`src/rtl/flit_fifo_reader.sv`:
```
// Show-ahead FIFO consumer: 2-entry registered output buffer, packet framing, stats.
// Optional stall counter enabled by defining FLIT_READER_STATS_EN.
module flit_fifo_reader #(
  parameter int DSIZE       = 4,
  parameter int MAX_PKT_LEN = 8,
  parameter int CNT_W       = 16
) (
  input  logic             clk,
  input  logic             reset,
  input  logic             fifo_empty,
  input  logic [DSIZE-1:0] fifo_item,
  output logic             fifo_read,
  output logic [DSIZE-1:0] out_data,
  output logic             out_valid,
  input  logic             out_ready,
  output logic             out_head,
  output logic [CNT_W-1:0] pkt_count,
  output logic             pkt_err,
  output logic [CNT_W-1:0] stall_count
);

  localparam int LEN_W = $clog2(MAX_PKT_LEN + 1);

  typedef enum logic {HEAD, BODY} state_t;

  logic [1:0]       cnt;
  logic [DSIZE-1:0] main_q, skid_q;
  logic             xfer;
  state_t           state;
  logic [LEN_W-1:0] len, len_inc;
  logic             tail;

  // Pop decision uses only registered occupancy, never out_ready.
  assign fifo_read = reset && !fifo_empty && (cnt < 2'd2);
  assign out_valid = (cnt != 2'd0);
  assign out_data  = main_q;
  assign xfer      = out_valid && out_ready;

  always_ff @(posedge clk or negedge reset) begin
    if (!reset) begin
      cnt    <= 2'd0;
      main_q <= '0;
      skid_q <= '0;
    end else begin
      case ({fifo_read, xfer})
        2'b10: begin
          if (cnt == 2'd0) main_q <= fifo_item;
          else             skid_q <= fifo_item;
          cnt <= cnt + 2'd1;
        end
        2'b01: begin
          if (cnt == 2'd2) main_q <= skid_q;
          cnt <= cnt - 2'd1;
        end
        // Pop with transfer only happens at count 1: new flit replaces main.
        2'b11:   main_q <= fifo_item;
        default: ;
      endcase
    end
  end

  // len is held at 0 while in HEAD, so len+1 is the packet length after this transfer.
  assign tail     = main_q[DSIZE-1];
  assign len_inc  = len + LEN_W'(1);
  assign out_head = out_valid && (state == HEAD);

  always_ff @(posedge clk or negedge reset) begin
    if (!reset) begin
      state     <= HEAD;
      len       <= '0;
      pkt_count <= '0;
      pkt_err   <= 1'b0;
    end else if (xfer) begin
      if (tail) begin
        pkt_count <= pkt_count + CNT_W'(1);
        state     <= HEAD;
        len       <= '0;
      end else if (len_inc == LEN_W'(MAX_PKT_LEN)) begin
        pkt_err <= 1'b1;
        state   <= HEAD;
        len     <= '0;
      end else begin
        state <= BODY;
        len   <= len_inc;
      end
    end
  end

`ifdef FLIT_READER_STATS_EN
  logic [CNT_W-1:0] stall_q;

  always_ff @(posedge clk or negedge reset) begin
    if (!reset)
      stall_q <= '0;
    else if (out_valid && !out_ready && (stall_q != '1))
      stall_q <= stall_q + CNT_W'(1);
  end

  assign stall_count = stall_q;
`else
  assign stall_count = '0;
`endif

endmodule
```
`config.mk`:
```
export PLATFORM = sky130hd
export DESIGN_NAME = flit_fifo_reader
export DESIGN_NICKNAME = d
export VERILOG_FILES = /design/src/rtl/flit_fifo_reader.sv
export SDC_FILE = /design/constraint.sdc
export NUM_CORES = 1
export LEC_CHECK = 0
export CORE_MARGIN = 2
export CORE_UTILIZATION = 47
export DETAILED_ROUTE_END_ITERATION = 10
export MAX_ROUTING_LAYER = met4
export PLACE_DENSITY = 0.89
export REMOVE_ABC_BUFFERS = 1
export SLEW_MARGIN = 15
export SYNTH_ARGS = -nofsm -noshare
export SYNTH_HDL_FRONTEND = slang
export SYNTH_SLANG_ARGS = --single-unit
```
`constraint.sdc`:
```
create_clock -name clk -period 1.7 [get_ports clk]
set_input_delay 0.425 -clock clk [delete_from_list [all_inputs] [get_ports clk]]
set_output_delay 0.425 -clock clk [all_outputs]
set_load 0.1 [all_outputs]
```
==> run metrics <==
RSZ-0062 raised after global routing=true; routed vias=1200; pwr/cell area=1930 mW/mm^2; max cap viols=0; post-synthesis async set-or-reset flop share=1.00; clock root buffer=clkbuf_4; last weighted congestion value of the routability-driven placer=0.847; Post-Synth Simple-Gate Area=0.154; Switching Share=0.498; Fmax=565 MHz; Logic pwr share=0.612; Cells after Synth=150; vias per std cell=4.92; met2 GRT Util=0.275; Worst setup SP type=flop; sequential fraction of design power=0.283; Synth top area share=0.482; compound-gate portion of the synthesized area=0.103; Psw=2.27 mW; Die W=63.4 um; Crit-path slowest cell=dfrtp_1; GRT busiest layer=met2; Seq/Total Area, Yosys=0.482; total die area=0.00402 sq mm; Setup Viol. Count Final=2; Setup crit end kind=primary output; min Tclk post-route=1.77 ns; die height=63.4 um; top cells by instance count after synthesis=dfrtp_1, buf_4, nand2_1; failing checks=setup timing; top cells by area, synth=dfrtp_1, buf_4, xnor2_1; worst min path class=primary input to async pin; H-tree lvl count=2; Pins Over Slew Limit=0; TritonCTS buffer count=5; run status=complete, but fails checks; vias in the first global route=1203; met1 Usage GRT=0.219; CP Cell Sequence=buf_6 > nor3b_4 > buf_4 > buf_12; layout cells sized above 1=0.305; largest net degree at the start of global routing=34; Core ar.=0.00336 sq mm; port buffer count=31; Nets=208; Final period util=1.04; WL/cell=12.9 um; HPWL Detailed=2390 um; antenna viol nets, final=0; drt pass-1 iters=4; Yosys cell types=38; worst vdd ir=0.00141 V; max incr delay on CP=0.40 ns; Post-Synth Adder-Cell Area=0.0226; Synth warnings=0; Leakage=1.08 nW; Synth Cell Area=0.00166 sq mm; Synth Area in XOR/XNOR=0.0844; final wirelength=3140 um; Sum Neg Setup Slack=-0.0910 ns; Crit path buffers/inverters=3; final hold vios=0; critical path class=flop to primary output; GRT Overall Usage=0.181; Req. time, crit path=1.27 ns; Worst-path clk slew=0.09 ns; combinational family with the most area after synthesis=simple AND/OR/NAND/NOR gates; Yosys reg bits=32; Cell Int Power=2.28 mW; syn_area_per_cell=11.1 sq um; worst setup margin=-0.0713 ns; worst-case clock skew=0.00395 ns; Main synth FF type=dfrtp_1; Starting DRT DRC Count=39; Crit path max-delay family=buffers and inverters; Pwr Total=4.55 mW; mux share of post-synthesis cell area=0.0558; count leader, synth=dfrtp_1; Residual DRC=0; TritonCTS Sinks=32; Skew-Pair Late Insertion Delay=0.33 ns; total gr overflow=0; number of flops mapped to enable cells by yosys=0; Max clock buf depth=2; # rows=21; Layout area overhead=41.8%; grt met3 use=0.0696; first-pass GRT wire length=5460 um; initial antenna violation count=1; Critical Path AT=1.35 ns; starting density of the core=0.494; CP Max Fanout=2; IO Count=48; Clk network pwr share=0.105; post-synth top area cell=dfrtp_1; Filler cells=227; CTS tree=built
## sequential cells by signal, summed over array words and instances (netlist names)
signal / count
out_data: 4
pkt_err: 1
pkt_count: 16
state: 1
skid_q: 4
len: 4
cnt: 2
## cell families (layout without fill, tap and decap cells)
group                    after synthesis  count (layout)
buffers and inverters                 22              54
AND/OR/NAND/NOR                       45              45
multiplexers                           7               7
XOR/XNOR                              16              16
flip-flops                            32              32
AO/OA/AOI/OAI                         24              24
other                                  1              17
adder cells (fa/ha/maj)                3               3
## power groups by stage
stage	registers, mW	clock network [mW]	logic, mW
after global placement	1.29	0	2.67
after floorplan	2.04	0	0.977
after CTS	1.29	0.501	2.80
final	1.29	0.480	2.79
after detailed placement	1.30	0	2.71
after global routing	1.32	0.541	2.92
## layer usage
metal	part of all wire	wire, um	vias to the layer above
li1	-	-	583
met1	0.43	1340	558
met2	0.47	1460	55
met3	0.094	295	4
met4	0.014	43	0
met5	0	0	-
## placed cells by master (no fill, tap or decap), types with 2 or more instances in the layout
cell             count
o22a_1               4
o21ai_0              7
clkdlybuf4s50_1      5
a21oi_1              2
dfrtp_1             32
ha_1                 3
nand2_1             15
clkbuf_8             2
buf_4               12
xor2_1               3
nand4_1              5
xnor2_1             13
dlygate4sd2_1        2
nand3_1              6
mux2_2               2
inv_1                3
clkbuf_4             5
mux2_4               4
nor2_1               7
o21a_1               4
conb_1              16
buf_12              24
## cell type report
cell class | instances | area [sq um] | area share
Sequential cell | 32 | 801 | 0.340
Multi-Input combinational cell | 111 | 768 | 0.326
Timing Repair Buffer | 44 | 649 | 0.276
Clock buffer | 7 | 65.1 | 0.0276
Tap cell | 46 | 57.6 | 0.0244
Inverter | 3 | 11.3 | 0.00478
Antenna cell | 1 | 2.50 | 0.00106
## per-stage QoR
stage | util | worst slack [ns] | instance area [sq um] | instances | hold slack [ns]
2_1_floorplan | - | -1.15 | 1570 | 146 | 0.129
3_3_place_gp | 0.670 | -0.144 | 2250 | 233 | 0.464
5_1_grt | 0.700 | -0.139 | 2350 | 244 | 0.295
3_5_place_dp | 0.670 | -0.174 | 2250 | 233 | 0.477
4_1_cts | 0.699 | -0.0962 | 2350 | 243 | 0.279
6_report | 0.700 | -0.0713 | 2350 | 244 | 0.285
## repair_timing
action | 4_1_cts | 5_1_grt
setup endpoints to repair | 3 | 2
buffers inserted | 3 | 0
hold endpoints to repair | 0 | 0
hold buffers | 0 | 0
pin swaps | 2 | 0
gates resized for setup | 6 | 0
## final timing paths
path	to	cells past startpoint	startpoint	slack, ns
worst max-delay path	fifo_read	4	cnt[1]	-0.07
worst min-delay path	state	2	reset	0.29
worst max register to register	pkt_count[1]	5	cnt[0]	0.13
worst min register to register	skid_q[0]	1	skid_q[0]	0.53
max in group asynchronous	skid_q[1]	2	reset	1.13
min in group clk	skid_q[0]	1	skid_q[0]	0.53
No activity file was read; power rests on OpenSTA's default activity.
